<file path="config.mk">
export PLATFORM = sky130hd
export DESIGN_NAME = avalon_mmio_responder
export DESIGN_NICKNAME = d
export VERILOG_FILES = /design/src/rtl/avalon_mmio_pkg.sv /design/src/rtl/read_latency_pipe.sv /design/src/rtl/avalon_mmio_responder.sv
export SDC_FILE = /design/constraint.sdc
export NUM_CORES = 1
export LEC_CHECK = 0
export BUFFER_PORTS_ARGS = -buffer_cell sky130_fd_sc_hd__buf_2
export CAP_MARGIN = 20
export CORE_ASPECT_RATIO = 1.1
export CORE_MARGIN = 1
export CORE_UTILIZATION = 40
export CTS_CLUSTER_DIAMETER = 150
export CTS_CLUSTER_SIZE = 28
export DETAILED_ROUTE_END_ITERATION = 8
export GPL_TIMING_DRIVEN = 1
export PLACE_DENSITY = 0.64
export SYNTH_ARGS = -nofsm -noshare
export SYNTH_HDL_FRONTEND = slang
export SYNTH_SLANG_ARGS = --single-unit
</file>
<file path="constraint.sdc">
create_clock -name clock -period 4.7 [get_ports clock]
set_input_delay 0.47 -clock clock [delete_from_list [all_inputs] [get_ports clock]]
set_output_delay 0.47 -clock clock [all_outputs]
set_load 0.01 [all_outputs]
</file>
<file path="src/rtl/avalon_mmio_pkg.sv">
// Register offsets, write FSM states and byte-lane merge shared by the MMIO responder.
package avalon_mmio_pkg;

   localparam int unsigned OFF_LED   = 'h00;
   localparam int unsigned OFF_HEX   = 'h20;
   localparam int unsigned OFF_COUNT = 'h40;
   localparam int unsigned OFF_CMP   = 'h41;
   localparam int unsigned OFF_CTRL  = 'h42;

   typedef enum logic {IDLE, WACK} wr_state_t;

   function automatic logic [31:0] apply_be(input logic [31:0] old_val,
                                            input logic [31:0] new_val,
                                            input logic [3:0]  be);
      logic [31:0] res;
      res = old_val;
      for (int i = 0; i < 4; i++) begin
         if (be[i]) res[8*i +: 8] = new_val[8*i +: 8];
      end
      return res;
   endfunction

endpackage

</file>
<file path="src/rtl/read_latency_pipe.sv">
// Fixed-depth valid/data shift register; reset empties it so in-flight reads are dropped.
module read_latency_pipe #(
   parameter int unsigned WIDTH = 32,
   parameter int unsigned DEPTH = 2
) (
   input  logic             clock,
   input  logic             reset_n,
   input  logic             in_valid,
   input  logic [WIDTH-1:0] in_data,
   output logic             out_valid,
   output logic [WIDTH-1:0] out_data
);

   logic [DEPTH-1:0] valid_q;
   logic [WIDTH-1:0] data_q [DEPTH];

   always_ff @(posedge clock or negedge reset_n) begin
      if (!reset_n) begin
         valid_q <= '0;
         for (int i = 0; i < DEPTH; i++) data_q[i] <= '0;
      end else begin
         valid_q[0] <= in_valid;
         data_q[0]  <= in_data;
         for (int i = 1; i < DEPTH; i++) begin
            valid_q[i] <= valid_q[i-1];
            data_q[i]  <= data_q[i-1];
         end
      end
   end

   assign out_valid = valid_q[DEPTH-1];
   assign out_data  = data_q[DEPTH-1];

endmodule

</file>
<file path="src/rtl/avalon_mmio_responder.sv">
// Avalon-MM responder: LED/HEX registers and a compare timer driving irq.
// Define AVMM_RESP_TRACE_EN to print committed writes and unmapped reads.
module avalon_mmio_responder
   import avalon_mmio_pkg::*;
#(
   parameter int unsigned           ADDR_WIDTH   = 29,
   parameter logic [ADDR_WIDTH-1:0] BASE_WORD    = 29'h1000000,
   parameter int unsigned           READ_LATENCY = 2
) (
   input  logic                  clock,
   input  logic                  reset_n,
   input  logic [ADDR_WIDTH-1:0] avs_address,
   input  logic [3:0]            avs_byteenable,
   input  logic                  avs_read,
   input  logic                  avs_write,
   input  logic [31:0]           avs_writedata,
   output logic [31:0]           avs_readdata,
   output logic                  avs_readdatavalid,
   output logic                  avs_waitrequest,
   output logic [31:0]           led_out,
   output logic [31:0]           hex_out,
   output logic                  irq
);

   wr_state_t             state;
   logic [31:0]           led_q, hex_q, count_q, count_d, cmp_q, cmp_d, rd_data;
   logic                  ie_q, pend_q, pend_d, pend_clr;
   logic [ADDR_WIDTH-1:0] offset;
   logic                  in_window, wr_commit, rd_accept;
   logic                  hit_led, hit_hex, hit_count, hit_cmp, hit_ctrl;

   assign in_window = (avs_address >= BASE_WORD);
   assign offset    = avs_address - BASE_WORD;
   assign hit_led   = in_window && (offset == ADDR_WIDTH'(OFF_LED));
   assign hit_hex   = in_window && (offset == ADDR_WIDTH'(OFF_HEX));
   assign hit_count = in_window && (offset == ADDR_WIDTH'(OFF_COUNT));
   assign hit_cmp   = in_window && (offset == ADDR_WIDTH'(OFF_CMP));
   assign hit_ctrl  = in_window && (offset == ADDR_WIDTH'(OFF_CTRL));

   // A held write is accepted in WACK; anything else presented in WACK stalls.
   assign avs_waitrequest = (state == IDLE) ? avs_write : !avs_write;
   assign wr_commit       = (state == WACK) && avs_write;
   assign rd_accept       = (state == IDLE) && avs_read && !avs_write;

   always_comb begin
      count_d  = count_q + 32'd1;
      cmp_d    = cmp_q;
      if (wr_commit && hit_count) count_d = apply_be(count_q, avs_writedata, avs_byteenable);
      if (wr_commit && hit_cmp)   cmp_d   = apply_be(cmp_q, avs_writedata, avs_byteenable);
      pend_clr = wr_commit && hit_ctrl && avs_byteenable[0] && avs_writedata[1];
      // Match on next-state values so pend is high in the same cycle COUNT==CMP.
      pend_d   = (count_d == cmp_d) || (pend_q && !pend_clr);
   end

   always_comb begin
      rd_data = '0;
      if (hit_led)   rd_data = led_q;
      if (hit_hex)   rd_data = hex_q;
      if (hit_count) rd_data = count_q;
      if (hit_cmp)   rd_data = cmp_q;
      if (hit_ctrl)  rd_data = {30'd0, pend_q, ie_q};
   end

   always_ff @(posedge clock or negedge reset_n) begin
      if (!reset_n) begin
         state   <= IDLE;
         led_q   <= '0;
         hex_q   <= '0;
         count_q <= '0;
         cmp_q   <= '1;
         ie_q    <= 1'b0;
         pend_q  <= 1'b0;
      end else begin
         count_q <= count_d;
         cmp_q   <= cmp_d;
         pend_q  <= pend_d;
         if (wr_commit && hit_led) led_q <= apply_be(led_q, avs_writedata, avs_byteenable);
         if (wr_commit && hit_hex) hex_q <= apply_be(hex_q, avs_writedata, avs_byteenable);
         if (wr_commit && hit_ctrl && avs_byteenable[0]) ie_q <= avs_writedata[0];
         case (state)
            IDLE:    if (avs_write) state <= WACK;
            WACK:    state <= IDLE;
            default: state <= IDLE;
         endcase
      end
   end

   read_latency_pipe #(
      .WIDTH (32),
      .DEPTH (READ_LATENCY)
   ) u_rd_pipe (
      .clock     (clock),
      .reset_n   (reset_n),
      .in_valid  (rd_accept),
      .in_data   (rd_accept ? rd_data : 32'd0),
      .out_valid (avs_readdatavalid),
      .out_data  (avs_readdata)
   );

   assign led_out = led_q;
   assign hex_out = hex_q;
   assign irq     = ie_q && pend_q;

`ifdef AVMM_RESP_TRACE_EN
   logic rd_mapped;
   assign rd_mapped = hit_led || hit_hex || hit_count || hit_cmp || hit_ctrl;

   always_ff @(posedge clock) begin
      if (reset_n && wr_commit)
         $display("MMIO write, address %h, data %h, be %b", {avs_address, 2'b00},
                  avs_writedata, avs_byteenable);
      if (reset_n && rd_accept && !rd_mapped)
         $display("MMIO unmapped read %h", {avs_address, 2'b00});
   end
`endif

endmodule

</file>
==> results.toml, run 1 <==
[worst_setup_path]
worstPathRequired_ns = 5.04
cp_slowest_stage_delay_ns = 0.56
cp_slowest_cell = "or4_1"
cp-start-kind = "flip-flop"
endpoint_kind = "flip-flop"
path_delay_family = "simple AND/OR/NAND/NOR gates"
cp.arrival_ns = 3.98
path_max_fanout = 27
setup.worst_path.class = "reg2reg"
cpMostUsedCell = "and4_1"
cp_num_buf_inv = 0
path_cells = "ha_1 > nor2b_1 > and4_1 > nand2_2 > and3_1 > or4_1 > xnor2_1 > and4_1 > nand4_1 > o31ai_1"

[final_layout]
final_area_um2 = 10800
postLayoutCoreUtil_pct = 47.4
fin_cells = 1263
layout-drive-gt1-share_pct = 37.6
area_growth_pct = 16.6
nets = 1022
fillers = 2190
final_common_cell = "buf_2"
layout_common_cells = "buf_2 (166), dfrtp_1 (165), mux2_2 (92)"

[synthesis]
synth_xor_area_share_pct = 2.46
ys_seq_area_share_pct = 53.6
synth_cell_types = 66
synth-main-ff-cell = "dfrtp_1"
synthAdderAreaFrac_pct = 0.405
ys_ff_latch = 197
synth-edff-count = 0
yosysWarnings = 0
synth.area.mux_share_pct = 11.9
syn_nets = 887
syn_inst = 815
syn_area_per_cell_um2 = 11.4
synth_top_family_by_area = "simple AND/OR/NAND/NOR gates"
netlist_area_um2 = 9270
yosys.area_share.simple_pct = 14.0
async_reset_ff_share_pct = 100
synth-compound-area-share_pct = 12.8

[global_route]
grt_pass1_wl_um = 40000
grt_overflow = 0
track_usage_pct = 21.9
grt_pass1_vias = 7030
antenna_found_initial = 1
grt_max_degree = 115

[clocking]
tritoncts = "yes"
cts.repair.resized = 0
htreeDepth = 4
post_cts_buffers = 0
clockBufferDepth = 2
clk_pin_slew_ns = 0.07
cts_made_buffers = 17
clk_latency_ns = 0.44
clkSinkCount = 197
cts_hold_buf = 0
root_buffer = "clkbuf_16"

[placed_design]
gp_congestion = 0.890
place_inst = 1230
placed_area_um2 = 10300
hpwl_um = 18000
io_buffers = 167
place_ws_ns = 0.836

[power]
power-per-cell-area_nw_per_um2 = 297
design_power_total_mw = 3.20
power.leakage_nw = 4.99
ir_worst_vdd_v = 0.000227

[timing]
holdWs_ns = 0.149
max_freq_mhz = 275
hold_viol = 0
finalCritPeriodShare_pct = 77.4
grt_setup_unrepaired = "false"
timing.setup.tns_ns = 0
timing.final.ws_setup_ns = 1.06
period_needed_ns = 3.64
max-slew-margin-rel_pct = 35.2
setup_violations = 0
tightest_slew_ns = 0.964
finClkSkew_ns = 0.00908
finalMaxSlewViolations = 0

[route]
num_vias = 7134
firstDrtPassIters = 5
routed_via_density = 5.65
wire_per_inst_um = 20.1
wirelength_um = 25400
drt_iter0_drc = 619
ant_nets = 0
drc = 0

[outcome]
status = "finished clean"

[die]
core_um2 = 22800
initial_core_util_pct = 40.7
row_count = 58
die_height_um = 162
dieArea_um2 = 23800
io_pins = 168
die_w_um = 147

[hold_path]
min_path_type = "in2async"

[job]
maxCapViolCount = 0
[power by group]
| group | internal, mW | switching (mW) | total, mW |
|---|---|---|---|
| Clock | 0.743 | 0.641 | 1.38 |
| Combinational | 0.0355 | 0.0862 | 0.122 |
| Sequential | 1.70 | 0.000851 | 1.70 |
[worst paths after layout]
| check | startpoint | endpoint | slack, ns | cells past startpoint |
|---|---|---|---|---|
| worst min register to register | u_rd_pipe.data_q[47] | u_rd_pipe.out_data[15] | 0.34 | 0 |
| max in group asynchronous | reset_n | cmp_q[10] | 3.57 | 2 |
| min in group clock | avs_writedata[26] | hex_out[26] | 0.30 | 2 |
| worst max-delay path | state | pend_q | 1.06 | 10 |
| worst min-delay path | reset_n | led_out[27] | 0.15 | 1 |
| worst max register to register | state | pend_q | 1.06 | 10 |
[state kept, by name, indices dropped and copies added, names as in the netlist]
| signal | flops |
|---|---|
| cmp_q | 32 |
| count_q | 32 |
| hex_out | 32 |
| ie_q | 1 |
| led_out | 32 |
| pend_q | 1 |
| state | 1 |
| u_rd_pipe.data_q | 32 |
| u_rd_pipe.out_data | 32 |
| u_rd_pipe.valid_q | 2 |
[layout make-up]
class	instances	area, µm²	share of cell area [%]
flip-flops and latches	197	4970	46.0
inverters	19	71.3	0.660
diodes	1	2.50	0.0232
well taps	300	375	3.47
clock inverters	8	81.3	0.753
repair buffers	183	981	9.08
multi-input cells	532	3870	35.8
clock buffers	23	458	4.24
[cells in the mapped netlist (3+ instances only)]
| master | n | area [µm²] |
|---|---|---|
| nor2_1 | 26 | 97.6 |
| dfstp_2 | 32 | 841 |
| mux2i_1 | 5 | 50.1 |
| a221oi_1 | 32 | 280 |
| a21o_1 | 3 | 22.5 |
| nand2_1 | 69 | 259 |
| nand4b_1 | 4 | 35.0 |
| xor2_1 | 9 | 78.8 |
| buf_1 | 3 | 11.3 |
| a211oi_1 | 13 | 97.6 |
| clkbuf_1 | 27 | 101 |
| a31oi_1 | 5 | 31.3 |
| nor3_1 | 14 | 70.1 |
| o21ai_0 | 38 | 190 |
| and3_1 | 13 | 81.3 |
| o21a_1 | 4 | 30.0 |
| ha_1 | 3 | 37.5 |
| xnor2_1 | 17 | 149 |
| buf_2 | 5 | 25.0 |
| a21oi_1 | 43 | 215 |
| or3_1 | 4 | 25.0 |
| mux2_2 | 92 | 1040 |
| and2_1 | 4 | 25.0 |
| nor4_1 | 7 | 43.8 |
| o31ai_1 | 3 | 22.5 |
| buf_4 | 32 | 240 |
| nand3_1 | 34 | 170 |
| inv_1 | 19 | 71.3 |
| dfrtp_1 | 165 | 4130 |
| o211ai_1 | 4 | 30.0 |
| and4_1 | 8 | 70.1 |
| nand4_1 | 17 | 106 |
| o22ai_1 | 7 | 43.8 |
| a211o_1 | 3 | 26.3 |
| nor4_2 | 10 | 125 |
[logic make-up (layout without fill, tap and decap cells)]
kind of cell / after synthesis / after routing
and+or+nand+nor: 229 / 229
xor gates and xnor gates: 26 / 26
adders and majority gates: 3 / 3
muxes: 98 / 98
other: 0 / 1
buffers and inverters: 86 / 233
AOI/OAI and AO/OA: 176 / 176
DFF: 197 / 197
[routing by layer]
| layer | share of wire [%] | up-vias | wire (µm) | track usage (%) |
|---|---|---|---|---|
| met1 | 46 | 3574 | 11600 | 30.4 |
| met2 | 46 | 257 | 11800 | 34.2 |
| met5 | 0 | - | 0 | 0 |
| li1 | - | 3271 | - | - |
| met4 | 2.1 | 0 | 522 | 7.31 |
| met3 | 6.0 | 32 | 1530 | 4.30 |
No activity file was read; power rests on OpenSTA's default activity.
==> run 2, diff against run 1 <==
- clock period: 4.7 -> 3.4 ns (I/O delays scaled with it)
==> results.toml, run 2 (synthesis gave the netlist of run 1 again) <==
[outcome]
status = "finished clean"

[timing]
finalCritPeriodShare_pct = 94.7
period_needed_ns = 3.22
max_freq_mhz = 311
hold_viol = 0
setup_violations = 0
finalMaxSlewViolations = 0
max-slew-margin-rel_pct = 54.1
holdWs_ns = 0.180
timing.setup.tns_ns = 0
grt_setup_unrepaired = "false"
finClkSkew_ns = 0.00636
tightest_slew_ns = 0.688

[die]
die_w_um = 147
initial_core_util_pct = 40.7
core_um2 = 22800
die_height_um = 162
dieArea_um2 = 23800
io_pins = 168
row_count = 58

[global_route]
grt_pass1_vias = 7123
grt_overflow = 0
antenna_found_initial = 2
grt_pass1_wl_um = 40500
grt_max_degree = 87
track_usage_pct = 22.3

[worst_setup_path]
path_delay_family = "simple AND/OR/NAND/NOR gates"
cp-start-kind = "flip-flop"
cp.arrival_ns = 3.56
worstPathRequired_ns = 3.74
setup.worst_path.class = "reg2reg"
cp_slowest_cell = "nor4_1"
cp_slowest_stage_delay_ns = 0.49
endpoint_kind = "flip-flop"
cp_num_buf_inv = 0
path_max_fanout = 7
path_cells = "ha_1 > and3_1 > nand4_1 > nor4_1 > mux2i_1 > and2_1 > o22ai_1 > nor4_1 > nand4_1 > o31ai_1"

[clocking]
clockBufferDepth = 2
clk_pin_slew_ns = 0.07
root_buffer = "clkbuf_16"
clk_latency_ns = 0.43
cts_made_buffers = 17
clkSinkCount = 197
tritoncts = "yes"
post_cts_buffers = 0
htreeDepth = 4

[final_layout]
fillers = 2145
area_growth_pct = 20.4
layout-drive-gt1-share_pct = 40.3
layout_common_cells = "buf_2 (166), dfrtp_1 (165), mux2_2 (92)"
multi_input_area_um2 = 3860
seq_area_um2 = 4970
final_common_cell = "buf_2"
nets = 1060

[power]
power.leakage_nw = 5.24
ir_worst_vdd_v = 0.000324
power-per-cell-area_nw_per_um2 = 413

[placed_design]
hpwl_um = 19100
io_buffers = 167
gp_congestion = 0.927

[route]
wire_per_inst_um = 19.9
num_vias = 7265
drt_iter0_drc = 516
wirelength_um = 25900
firstDrtPassIters = 7
ant_nets = 0
drc = 0
routed_via_density = 5.58

[hold_path]
min_path_type = "in2reg"

[job]
maxCapViolCount = 0
-- run 2: cell types whose count changed in the layout (fill, tap and decap cells not counted) --
cell,change
clkinv_2,+2
nor2_1,+1
clkinv_4,+1
clkbuf_8,+2
clkinvlp_4,-3
clkbuf_1,-4
bufinv_16,+2
buf_6,-1
inv_6,+1
dlygate4sd3_1,+1
buf_4,+38
nor2_4,-1
-- run 2: repair_timing --
action	CTS	global route
gates resized for setup	0	0
hold buffers	1	0
hold endpoints to repair	70	0
-- run 2: metal layers --
layer  part of all wire [%]  wire, µm  global-route usage, %
met4                    1.8       478                   7.54
met1                     46     11800                   30.9
met2                     47     12200                   34.9
met3                    5.2      1360                   4.27
met5                      0         0                      0
-- run 2: per-stage QoR --
step	setup slack, ns	area [µm²]	power, mW	util [%]	std cells
2_1_floorplan	0.546	9270	2.43	-	815
3_3_place_gp	0.0749	10500	2.56	46.2	1268
3_5_place_dp	0.0263	10500	2.56	46.2	1268
4_1_cts	0.249	11200	4.65	49.0	1301
5_1_grt	0.00442	11200	4.76	49.0	1302
6_report	0.180	11200	4.61	49.0	1302
-- run 2: area by class of cell --
type / count / area share, %
clock inverters: 11 / 1.31
repair buffers: 221 / 11.3
clock buffers: 21 / 4.22
diodes: 1 / 0.0224
flip-flops and latches: 197 / 44.5
multi-input cells: 532 / 34.6
inverters: 19 / 0.639
well taps: 300 / 3.36
-- run 2: path summary, 6_finish.rpt --
check / from / end / slack, ns / cells after the start
setup reg to reg: count_q[0] / pend_q / 0.18 / 10
max in group asynchronous: reset_n / hex_out[12] / 1.95 / 3
hold reg to reg: u_rd_pipe.data_q[41] / u_rd_pipe.out_data[9] / 0.35 / 0
min in group asynchronous: reset_n / led_out[28] / 0.52 / 2
hold / removal: avs_writedata[8] / hex_out[8] / 0.18 / 2
setup / recovery: count_q[0] / pend_q / 0.18 / 10
-- run 2: power breakdown --
| group | switching (mW) | internal (mW) |
|---|---|---|
| Combinational | 0.121 | 0.0515 |
| Clock | 0.875 | 1.22 |
| Sequential | 0.000981 | 2.35 |
==> run 3, diff against run 2 <==
- CTS_BUF_LIST: default -> sky130_fd_sc_hd__clkbuf_4
==> results.toml, run 3 (synthesis gave the netlist of run 1 again) <==
[clocking]
htreeDepth = 4
root_buffer = "clkbuf_4"
clk_latency_ns = 0.59
cts_made_buffers = 17
clkSinkCount = 197
tritoncts = "yes"
clockBufferDepth = 2
clk_pin_slew_ns = 0.15

[die]
dieArea_um2 = 23800
io_pins = 168
die_height_um = 162
core_um2 = 22800
die_w_um = 147
initial_core_util_pct = 40.7
row_count = 58

[placed_design]
io_buffers = 167
hpwl_um = 19100
place_ws_ns = 0.0263
place_inst = 1268
gp_congestion = 0.927

[route]
top_layer = "met4"
wl_met2_um = 12300
routed_via_density = 5.55
wl_met3_um = 1420
drt_iter0_drc = 488
wirelength_um = 25800
num_vias = 7309
ant_nets = 0
wire_per_inst_um = 19.6
met1Wirelength_um = 11600
firstDrtPassIters = 7
drc = 0

[final_layout]
fin_cells = 1317
final_common_cell = "buf_2"
area_growth_pct = 18.6
postLayoutCoreUtil_pct = 48.2
nets = 1074
layout_common_cells = "buf_2 (166), dfrtp_1 (165), mux2_2 (92)"
layout-drive-gt1-share_pct = 39.7

[global_route]
grt_pass1_wl_um = 40600
grt_max_degree = 87
track_usage_pct = 22.3
grt_overflow = 0
antenna_found_initial = 3
grt_pass1_vias = 7141

[timing]
max_freq_mhz = 318
timing.setup.tns_ns = 0
tightest_slew_ns = 0.695
finClkSkew_ns = 0.0155
grt_setup_unrepaired = "false"
timing.final.ws_setup_ns = 0.251
period_needed_ns = 3.15
finalCritPeriodShare_pct = 92.6
max-slew-margin-rel_pct = 53.7
setup_violations = 0
hold_viol = 0
finalMaxSlewViolations = 0

[worst_setup_path]
reg2reg_depth = 11
cp.arrival_ns = 3.65
endpoint_kind = "flip-flop"
rr_startpoint = "state"
cp_num_buf_inv = 1
cp-start-kind = "flip-flop"
setup.worst_path.class = "reg2reg"
path_delay_family = "simple AND/OR/NAND/NOR gates"
worstReg2RegEnd = "pend_q"
cp_slowest_cell = "dfrtp_1"
worstPathRequired_ns = 3.90
ff2ff_setup_slack_ns = 0.25
path_cells = "ha_1 > nor2b_1 > and4_1 > nand2_2 > buf_4 > a211oi_1 > a21oi_1 > xor2_1 > nor4_1 > nand4_1 > o31ai_1"
path_max_fanout = 15
cp_slowest_stage_delay_ns = 0.41

[hold_path]
min_to = "led_out[18]"
hold_depth = 2
min_path_type = "in2reg"
hp-start = "avs_writedata[18]"

[power]
power.leakage_nw = 5.16
ir_worst_vdd_v = 0.000191
power-per-cell-area_nw_per_um2 = 348

[job]
maxCapViolCount = 0

[outcome]
status = "finished clean"
[run 3: changes by cell type in the layout (fill, tap and decap cells not counted), moves of 3 or more]
cell	previous run	this run
clkbuf_4	0	18
clkbuf_16	17	0
dlygate4sd3_1	1	15
clkbuf_8	4	1
clkinv_1	0	3
[run 3: how the worst max path moves through the flow]
stage	endpoint	slack [ns]	startpoint	cells past startpoint
after floorplan	pend_q	0.55	avs_address[20]	10
after global placement	pend_q	0.07	avs_address[27]	11
after detailed placement	pend_q	0.03	avs_address[27]	11
after CTS	pend_q	0.24	count_q[0]	10
after global routing	pend_q	0.04	state	11
final	pend_q	0.25	state	11
[run 3: final cells by class]
cell class | count | area (µm²)
repair buffers | 235 | 1410
clock inverters | 14 | 158
inverters | 19 | 71.3
diodes | 2 | 5.00
fillers | 2172 | 11800
multi-input cells | 532 | 3870
well taps | 300 | 375
clock buffers | 18 | 135
flip-flops and latches | 197 | 4970
[run 3: through the flow]
stage	power (mW)	hold WS [ns]	instance area (µm²)
floorplan	2.43	0.0444	9270
global route	3.97	0.00607	11000
CTS	3.86	0.000913	11000
global placement	2.56	0.331	10500
finish	3.82	0.0426	11000
detailed placement	2.56	0.335	10500
[run 3: what timing repair did]
action | CTS | global route
gates resized for setup | 0 | 2
hold buffers | 14 | 1
endpoints found under the setup margin | 0 | 1
endpoints found under the hold margin | 88 | 1
buffers inserted | 0 | 0
[run 3: per-layer routing]
metal	track usage (%)	up-vias
met1	30.8	3664
met3	3.76	31
met2	35.3	238
li1	-	3376
met4	8.01	0
met5	0	-
[run 3: worst register-to-register path, stage by stage (launching register included)]
cell and delay (ns):
dfrtp_1 0.41, ha_1 0.36, nor2b_1 0.23, and4_1 0.28, nand2_2 0.18, buf_4 0.24, a211oi_1 0.25, a21oi_1 0.11
xor2_1 0.16, nor4_1 0.40, nand4_1 0.16, o31ai_1 0.27
[run 3: report_power, final]
group,switching [mW],internal [mW]
registers,0.00112,2.35
logic,0.123,0.0620
clock network,0.773,0.512
